===== src/rtl/coin_acceptor.sv =====
// coin_acceptor: classifies coins by sensor pulse width, reports a coin code and drives accept/return gates.
module coin_acceptor #(
    parameter int CNT_W    = 8,
    parameter int W5_MIN   = 10,
    parameter int W5_MAX   = 20,
    parameter int W10_MIN  = 30,
    parameter int W10_MAX  = 45,
    parameter int GATE_CYC = 16
) (
    input  logic       clk,
    input  logic       rst,
    input  logic       sense,
    input  logic       J,
    input  logic       N,
    input  logic       R,
    output logic [1:0] coin,
    output logic       gate_accept,
    output logic       gate_return,
    output logic       busy,
    output logic       jam,
    output logic       proto_err
);
    typedef enum logic [1:0] {IDLE, MEASURE, EMIT, GATE} state_t;
    localparam int GC_W = $clog2(GATE_CYC + 1);
    localparam logic [CNT_W-1:0] CNT_MAX = '1;
    state_t state, state_n;
    logic [CNT_W-1:0] cnt, cnt_n;
    logic [GC_W-1:0] gcnt, gcnt_n;
    logic [1:0] coin_n, code;
    logic sense_q, ga_n, gr_n, busy_n, jam_n, pe_n, accept_ok, resp_ok;
    assign code = (cnt == CNT_MAX) ? 2'b10 :
                  (cnt >= CNT_W'(W5_MIN) && cnt <= CNT_W'(W5_MAX)) ? 2'b00 :
                  (cnt >= CNT_W'(W10_MIN) && cnt <= CNT_W'(W10_MAX)) ? 2'b01 : 2'b10;
    assign accept_ok = (J ^ N) & ~R;
    assign resp_ok = accept_ok | (R & ~J & ~N);
    always_comb begin
        state_n = state;
        cnt_n = cnt;
        gcnt_n = gcnt;
        coin_n = 2'b11;
        ga_n = gate_accept;
        gr_n = gate_return;
        jam_n = 1'b0;
        pe_n = proto_err;
        case (state)
            IDLE: if (sense && !sense_q) begin
                state_n = MEASURE;
                cnt_n = CNT_W'(1);
            end
            MEASURE: if (sense) begin
                cnt_n = (cnt == CNT_MAX) ? cnt : cnt + 1'b1;
                jam_n = (cnt == CNT_MAX);
            end else begin
                state_n = EMIT;
                coin_n = code;
            end
            EMIT: begin
                state_n = GATE;
                gcnt_n = '0;
                ga_n = accept_ok;
                gr_n = ~accept_ok;
                pe_n = proto_err | ~resp_ok;
            end
            GATE: if (gcnt == GC_W'(GATE_CYC - 1)) begin
                state_n = IDLE;
                ga_n = 1'b0;
                gr_n = 1'b0;
            end else begin
                gcnt_n = gcnt + 1'b1;
            end
            default: state_n = IDLE;
        endcase
        busy_n = (state_n != IDLE);
    end
    always_ff @(posedge clk) begin
        if (rst) begin
            state <= IDLE;
            cnt <= '0;
            gcnt <= '0;
            sense_q <= 1'b1;
            coin <= 2'b11;
            gate_accept <= 1'b0;
            gate_return <= 1'b0;
            busy <= 1'b0;
            jam <= 1'b0;
            proto_err <= 1'b0;
        end else begin
            state <= state_n;
            cnt <= cnt_n;
            gcnt <= gcnt_n;
            sense_q <= sense;
            coin <= coin_n;
            gate_accept <= ga_n;
            gate_return <= gr_n;
            busy <= busy_n;
            jam <= jam_n;
            proto_err <= pe_n;
        end
    end
endmodule


===== config.mk =====
export PLATFORM = sky130hd
export DESIGN_NAME = coin_acceptor
export DESIGN_NICKNAME = d
export VERILOG_FILES = /design/src/rtl/coin_acceptor.sv
export SDC_FILE = /design/constraint.sdc
export NUM_CORES = 1
export LEC_CHECK = 0
export CAP_MARGIN = 0
export CORE_MARGIN = 2
export CORE_UTILIZATION = 40
export DETAILED_ROUTE_END_ITERATION = 10
export SLEW_MARGIN = 40
export SYNTH_ARGS = -nofsm -noshare
export SYNTH_HDL_FRONTEND = slang
export SYNTH_SLANG_ARGS = --single-unit

===== constraint.sdc =====
create_clock -name clk -period 3 [get_ports clk]
set_clock_uncertainty 0.05 [all_clocks]
set_input_delay 0.3 -clock clk [delete_from_list [all_inputs] [get_ports clk]]
set_output_delay 0.3 -clock clk [all_outputs]
set_load 0.01 [all_outputs]

Word level (Yosys, flattened, before mapping):

Index checks and enable logic that the tools add are counted.

* flip-flop bits (word level): 23
* latch bits: 0
* bits in writable memories: 0
* ROM bits: 0
* input bits: 6
* output and inout bits: 7
* logic and storage cells: 70
* memories: 0

* add/sub/neg operators: 2
* multiply operators: 0
* divide/modulo/power cells: 0
* $lt $le $gt $ge: 4
* equality and inequality tests: 10
* shift-type cells: 0
* mux-type cells: 16
* bitwise logic cells: 13
* reductions and logical operators: 14

Operator list (number)
* 2-to-1 mux 8 bit: 3
* case mux 8 bit (2 select lines): 1
* 2-to-1 mux 2 bit: 5
* inequality test 2 bit, second input constant: 5
* case mux 5 bit (2 select lines): 1
* adder 8 x 1 -> 8 bit, second input constant: 1
* equality test 8 bit, second input constant: 1
* >= comparator 8 x 4 -> 1 bit, second input constant: 1
* >= comparator 8 x 5 -> 1 bit, second input constant: 1
* <= comparator 8 x 5 -> 1 bit, second input constant: 1
* <= comparator 8 x 6 -> 1 bit, second input constant: 1
* case mux 2 bit (4 select lines): 1
* NOT 1 bit: 7
* nonzero test 2 bit: 3
* OR reduction 3 bit: 2
* adder 5 x 1 -> 5 bit, second input constant: 1
* equality test 5 x 4 -> 1 bit, second input constant: 1
* 2-to-1 mux 5 bit: 1
* equality test 2 bit, second input constant: 2
* case mux 1 bit (2 select lines): 2
* AND reduction 2 bit: 2
* AND reduction 4 bit: 1
* OR reduction 4 bit: 1
* AND 1 bit: 3
* 7 further kinds: 11

Depth between registers and ports, before layout:

* depth in word-level cells: 6
* gate-level depth with buffers: 7
* depth with buffers taken out: 7

Worst setup path after synthesis:

Ideal clock, no wire load.

* path type: reg2reg
* start point: reg state[1]
* end point: reg cnt[6]
* library setup time: 0.070 ns
* data arrival time: 1.435 ns
* required time: 2.880 ns
* slack: 1.445 ns
* stages on the path, launching flop included: 6
* path buffers: 1
* clock period less this slack: 1.555 ns
* cell sequence: dfxtp_1 -> nand2b_1 -> or2_0 -> buf_2 -> or4_1 -> a21boi_1

* longest elaborated chain between the ends: 3
* elaborated cells on any way between the ends: 8
* those cells by class: 4 x eq/ne; 1 x mux; 3 x reduce/logical

RTL lines
* start: declaration: line 26 `state_t state, state_n;`
* start signal: assignment: line 88 `state <= state_n;`
* equality test 2 x 1 -> 1 bit / zero test 2 bit (equally long branches): line 45 `case (state)`
* inequality test 2 bit (no source line) / nonzero test 2 bit (equally long branches)
* AND reduction 4 bit (no source line)
* end signal: assignment: line 89 `cnt <= cnt_n;`
* end: declaration: line 27 `logic [CNT_W-1:0] cnt, cnt_n;`

Several ways; a longest one is shown, not always the timed one.
A chain may end at the register's enable or synchronous reset.

Worst setup path after layout:

Ends and elaborated chain as after synthesis.

==> results.md <==
- The routed design has 2.48 mm of wire.
- The floorplan step defined a die boundary enclosing ~3400 sq um.
- The register bit count reported by yosys is 23.
- The total grt overflow is 0.
- The wire length of the first global-routing pass is between 4 and 5 mm.
- The total cell area at the placement stage is 1330 sq um.
- The critical path's slowest cell is sky130_fd_sc_hd__or4_1.
- After floorplanning, the core was divided into 19 placement rows.
- The Yosys step of the flow raised 0 warnings.
- Of the total power, registers draw 62.3%.
- The design draws ~510 uW.
- The count of buffers added on input and output ports is 12.
- The run finished with clean final reports.
- The count of unresolved DRC violations after routing is 0.
- Summed over all nets, the half-perimeter wirelength after detailed placement is 1.84 mm.
- The number of nets handed over by synthesis was 158.
- The clock passes through at most 2 buffers.
- The floorplan die width is 58.5 um.
- The fraction of layout instances using a drive strength above 1 is ~5.7%.
- The number of hold-slack violations in the final timing report came to 0.
- The largest single stage delay on the critical path is 540 ps.
- CTS built an H-tree with a depth of 1.
- The worst hold path begins at gate_return.
- Counting flops with an async set or reset pin after synthesis yields a share of 0%.
- The count of nets left with antenna violations after detail routing is 0.
- The via count of the first global-routing pass is between 1k and 1.5k.
- The worst-case vdd ir drop is 0.000359 V.
- The detailed-routing iteration count for the pre-antenna-repair pass is 4.
- The worst setup path is of the register to register kind.
- The destination of the worst hold path is gate_return.
- The post-synthesis average cell area is 8.14 sq um.
- The dominant cell by count in the synthesized netlist is sky130_fd_sc_hd__dfxtp_1.
- Measured against its own limit, the worst slew margin works out to 72.7%.
- Setup repair after global routing left no endpoint under its margin.
- The max-slew violation count is 0.
- The min-delay analysis places its worst path in the category register to register.
- Together, buffers and inverters on the worst path number 0.
- The root buffer cell chosen for the clock tree is sky130_fd_sc_hd__clkbuf_4.
- After synthesis, the cell types taking the most area are sky130_fd_sc_hd__dfxtp_1 39%, sky130_fd_sc_hd__ha_1 6.3%, sky130_fd_sc_hd__a21oi_1 5.1%.
- The number of cells on the worst reg-to-reg path is 4.
- At the worst endpoint, the arrival time is 2090 ps.
- The cell type with the highest aggregate area in the netlist is sky130_fd_sc_hd__dfxtp_1.
- The worst flop-to-flop path startpoint is state[1].
- The detailed router placed 1051 vias in this run.
- The power density over cell area is 378 nW/um^2.
- Post-CTS timing repair inserted 0 buffers for setup.
- The filler-free cell count of the finished design is 188.
- The post-layout instance area is about 1400 sq um.
- The hold-fix buffer count after cts is 0.
- The count of max-cap constraint violations is 0.
- The area added between synthesis and finish is 14.0%.
- The worst hold path cell count is 2.
- The share of the core filled with cells is between 40% and 50%.
- Synthesis handed over a netlist of 146 instances.
- The largest net degree at the start of global routing is 22.
- In this run the power spent charging and discharging nets is 124 uW.
- For the worst-skew pair, the clock arrives at the later sink with an insertion delay of 310 ps.
- The share of total power in the clock network is around 28%.
- The standby leakage power is 0.459 nW.
- The number of top-level pins is 13.
- The TritonCTS sink count is 23.
- The total instance count after detailed placement is 184.
- In the global route stage, met3 resource usage came out at between 5 and 6%.
- The endpoint class of the critical path is a register.
- The routability congestion estimate from global placement is ~0.84.
- The initial antenna violation count is 0.
- The top cell type by area accounts for 38.7% of the synthesized area.
- Global routing consumed, on the met2 layer, 27.0% of the routing resources.
- The layout filler cell count is 279.
- Of the total power, combinational logic draws about a tenth.
- The clock-pin transition on the worst setup and hold timing paths is ~120 ps.
- Internal power comes to 388 uW.
- Along the worst path, the maximum fanout reaches 14.
- Summing the sequential cell areas from Yosys gives 38.7% of the chip area.
- The height of the die is 58.5 um.
- The actual transition at the worst max-transition pin is 409 ps.
- The net count of the finished layout is 170.
- Dividing the detail-routed wire length by the instance count gives 13.2 um.
- After floorplanning, the core was sized to cover 2780 sq um.
- In this run, synthesis inferred 0 flip-flops with an integrated enable.
- The worst register-to-register path has a setup slack of around 1100 ps.
- The setup TNS after final layout is 0 ps.
- In this run the critical register-to-register path is captured at cnt[6].
- The detailed router's first-iteration violation count is 40.
- Summing every instance area after synthesis gives 1190 sq um.
- The worst setup path is launched from a register.
- On the critical path the largest part of the delay comes from simple AND/OR/NAND/NOR gates.
- The most used flip-flop cell after synthesis is sky130_fd_sc_hd__dfxtp_1.
- In this run the most used layer during global routing was met2.
- The post-route fraction of the period consumed by the critical path is a little over three fifths.
- The required time at the endpoint of the critical path is 3200 ps.
- The antenna diode count is 0.
- The initial cell density of the core is a little over two fifths.
- The global-route track usage on met1 is 21.2%.
- TritonCTS built the clock tree.
- The number of clock buffers added by TritonCTS is 3.
- The achievable frequency is 528 MHz.
- The final number of setup-violating endpoints is 0.
- The signal on the critical path passes through nand2b_1, or2_0, or4_1, a21boi_1.
- The via density per instance is 5.59.
- The post-CTS resize count is 0.
- The final critical path time including I/O delays and setup is 1890 ps.
- Synthesis instantiated 42 different standard cells from the library.
- The global-route usage over all layers is 16.6%.
- By count the netlist is led by 23 x sky130_fd_sc_hd__dfxtp_1, 16 x sky130_fd_sc_hd__nand2_1, 15 x sky130_fd_sc_hd__nor2_1.
- Net switching is 24.2% of the power.
[stage by stage]
step,hold WS (ps),setup WS [ps]
2_1_floorplan,357,1440
3_3_place_gp,401,921
3_5_place_dp,402,848
4_1_cts,426,1120
5_1_grt,458,1040
6_report,423,1110
[state kept, by name (all words and copies together) (netlist names)]
name / count
busy: 1
sense_q: 1
gate_return: 1
proto_err: 1
gate_accept: 1
jam: 1
cnt: 8
state: 2
gcnt: 5
coin: 2
[layout by cell type, fill, tap and decap left out, types with 2 or more instances in the layout]
cell type	count
sky130_fd_sc_hd__nor3_1	5
sky130_fd_sc_hd__nand2b_1	3
sky130_fd_sc_hd__nand2_1	16
sky130_fd_sc_hd__dfxtp_1	23
sky130_fd_sc_hd__nor2_1	15
sky130_fd_sc_hd__and3_1	2
sky130_fd_sc_hd__a21oi_1	12
sky130_fd_sc_hd__nor2b_1	2
sky130_fd_sc_hd__inv_1	6
sky130_fd_sc_hd__clkdlybuf4s50_1	12
sky130_fd_sc_hd__nand3_1	3
sky130_fd_sc_hd__o21ai_0	10
sky130_fd_sc_hd__a31oi_1	2
sky130_fd_sc_hd__or3_1	4
sky130_fd_sc_hd__clkbuf_4	3
sky130_fd_sc_hd__nand4b_1	2
sky130_fd_sc_hd__mux2i_1	2
sky130_fd_sc_hd__nor4b_1	2
sky130_fd_sc_hd__or4_1	3
sky130_fd_sc_hd__or2_2	2
sky130_fd_sc_hd__ha_1	6
[tightest hold or removal path: stages, from the launching register on]
cell and delay [ps]:
sky130_fd_sc_hd__dfxtp_1 330, sky130_fd_sc_hd__nand2_1 50, sky130_fd_sc_hd__a21oi_1 50
[kinds of logic after synthesis]
family | synth area share, %
compound gates | 17.5
simple gates | 30.9
flops | 38.7
buf+inv | 4.10
mux | 1.68
fa+ha+maj | 6.32
xor+xnor | 0.737
[power by group through the flow]
stage,clock network (mW),registers (mW),logic (mW)
after floorplan,0,0.325,0.0303
after global placement,0,0.326,0.0505
after detailed placement,0,0.326,0.0513
after CTS,0.148,0.319,0.0517
after global routing,0.159,0.321,0.0577
final,0.142,0.320,0.0513
[final cells by class]
cell class	count	area, sq um	area share, %
multi-input combinational	111	679	50.1
sequential	23	460	34.0
timing repair buffer	13	128	9.42
tap	31	38.8	2.86
clock buffer	4	26.3	1.94
inverter	6	22.5	1.66
[metal layers]
| layer | wire [um] | vias to the layer above |
|---|---|---|
| met1 | 1170 | 475 |
| li1 | - | 543 |
| met5 | 0 | - |
| met4 | 37 | 0 |
| met3 | 168 | 4 |
| met2 | 1100 | 29 |
[worst max path at each step]
stage               cells after the start  slack, ps     start     end
global route                            4       1040  state[1]  cnt[6]
global placement                        5        920     sense  cnt[6]
CTS                                     4       1120  state[1]  cnt[6]
detailed placement                      5        850     sense  cnt[6]
floorplan                               5       1440  state[1]  cnt[6]
finish                                  4       1110  state[1]  cnt[6]
Power figures use the tool's default switching activity.
==> patch (same flow settings) <==
Set the parameter `GATE_CYC` to 8 (it was 16).
--- a/src/rtl/coin_acceptor.sv
+++ b/src/rtl/coin_acceptor.sv
@@ -5,7 +5,7 @@
     parameter int W5_MAX   = 20,
     parameter int W10_MIN  = 30,
     parameter int W10_MAX  = 45,
-    parameter int GATE_CYC = 16
+    parameter int GATE_CYC = 8
 ) (
     input  logic       clk,
     input  logic       rst,
Formal check against the unedited RTL: same outputs for any inputs over 10 cycles, from zero or initial values and one cycle with rst high; that may be too few to reach the edited logic, so the function may still have changed.
==> patch against the unedited design <==
  * Synthesized cell count down 9.6%
  * Count of clock-buffer cells in the layout unchanged
  * Non-clock buffer count unchanged
  * Sequential cell count down 1
  * Design area down 2.1%
  * Worst setup slack better by 0.22 ns
  * Area after synthesis down 0.42%
  * Wire length down 3.5%
  * Critical path depth up 1
  * Die area down 0.39%
  * Global-route usage down 1.6 points
  * Sequential power down 4%
  * Power up 1.6%
==> patch: results (changes against the unedited design) <==
| Metric | Value |
|---|---|
| Dpl ws | 1.15 ns (+0.301 ns) |
| Slew HR | 60.0% (-13 points) |
| Root Buffer Master | clkbuf_4 |
| Largest vdd supply drop | 0.332 mV (-7.6%) |
| Post-synthesis xor/xnor area fraction | 0.740% (+0.0031 points) |
| Top cells by area, synth | dfxtp_1, a21oi_1, ha_1 |
| RD Place Congestion | 0.888 (+6.2%) |
| First-pass GRT wire length | 4040 µm (-8.3%) |
| Vias in the first global route | 924 (-11%) |
| Register area share after synthesis | 37.2% (-1.5 points) |
| Async SR Flop Fraction | 0% (unchanged) |
| Status | complete, no violations |
| Mux contribution to synthesized area | 0.951% (-0.73 points) |
| Syn Nets | 143 (-9.5%) |
| Count of final hold-check violations | 0 (unchanged) |
| Compound-Gate Fraction of Synth Area | 22.1% (+4.6 points) |
| Crit Path Max Fanout | 8 (-6) |
| WL final | 2390 µm (-3.5%) |
| Starting DRT DRC Count | 32 (-20%) |
| Synth cell count leaders | dfxtp_1, a21oi_1, nand2_1, inv_1 |
| CP Launch Type | flip-flop |
| HPWL after detailed placement | 1730 µm (-5.9%) |
| Largest net degree at the start of global routing | 16 (-27%) |
| P_leak | 0.434 nW (-5.6%) |
| Total number of vias | 1023 (-2.7%) |
| Largest regs | cnt x8, gcnt x4 |
| CP arrival | 1.85 ns (-0.24 ns) |
| All-Layer GR Usage | 15.1% (-1.6 points) |
| Clk pin slew, worst setup/hold paths | 0.12 ns (about the same) |
| Netlist cell types | 45 (+7.1%) |
| Worst skew pair latency | 0.31 ns (about the same) |
| ANT cells | 0 (unchanged) |
| Layout Nets | 154 (-9.4%) |
| Post-Synth Adder-Cell Area | 5.29% (-1.0 points) |
| Layout cells sized above 1 | 9.15% (+3.4 points) |
| Reg2reg start | cnt[0] |
| Filler cells | 267 (-4.3%) |
==> patch: cell types whose count changed after synthesis, moves of 4 or more <==
cell      unedited run  this run
buf_6                0         4
nand2_1             16         8
nand3b_1             0         4
nor2_1              15         4
nor4_1               0         4
o21ai_0             10         6
==> patch: cell families (layout without fill, tap and decap cells) <==
logic type	Yosys count	count (layout)
multiplexers	1	1
adder cells (fa/ha/maj)	5	5
XOR/XNOR	1	1
buffers and inverters	14	24
flip-flops	22	22
AND/OR/NAND/NOR	50	50
AO/OA/AOI/OAI	39	39
==> patch: layout make-up <==
type / count / area (µm²) / share of cell area [%]
clock buffer: 4 / 36.3 / 2.74
inverter: 7 / 26.3 / 1.98
multi-input combinational: 96 / 657 / 49.5
sequential: 22 / 440 / 33.2
tap: 31 / 38.8 / 2.92
timing repair buffer: 13 / 128 / 9.62
==> patch: critical path: stages, from the launching register on <==
cell and delay [ns]:
dfxtp_1 0.40, ha_1 0.26, and3_4 0.21, a21oi_4 0.13
or4b_1 0.45, o311ai_1 0.09
==> patch: metrics by stage <==
stage | cell area [µm²] | std cells
after floorplan | 1180 | 132
after global placement | 1290 | 169
after detailed placement | 1290 | 169
after CTS | 1330 | 173
after global routing | 1330 | 173
final | 1330 | 173
==> patch: layer usage <==
| layer | wire length, µm | global-route usage, % | up-vias | part of all wire, % |
|---|---|---|---|---|
| li1 | - | - | 512 | - |
| met1 | 1260 | 21.2 | 472 | 53 |
| met2 | 978 | 22.3 | 35 | 41 |
| met3 | 128 | 4.18 | 4 | 5.4 |
| met4 | 24 | 4.65 | 0 | 1.0 |
| met5 | 0 | 0 | - | 0 |
==> patch: where the power goes <==
group | switching [mW] | internal (mW) | leakage [nW] | total [mW]
Combinational | 0.0279 | 0.0247 | 0.234 | 0.0526
Sequential | 0.00729 | 0.299 | 0.178 | 0.306
Clock | 0.0880 | 0.0742 | 0.0210 | 0.162
Total | 0.123 | 0.398 | 0.434 | 0.521
==> patch: worst paths after layout <==
path | slack (ns) | end | cells past startpoint
hold reg to reg | 0.43 | gate_return | 2
setup reg to reg | 1.33 | cnt[5] | 5
setup / recovery | 1.33 | cnt[5] | 5
hold / removal | 0.43 | gate_return | 2
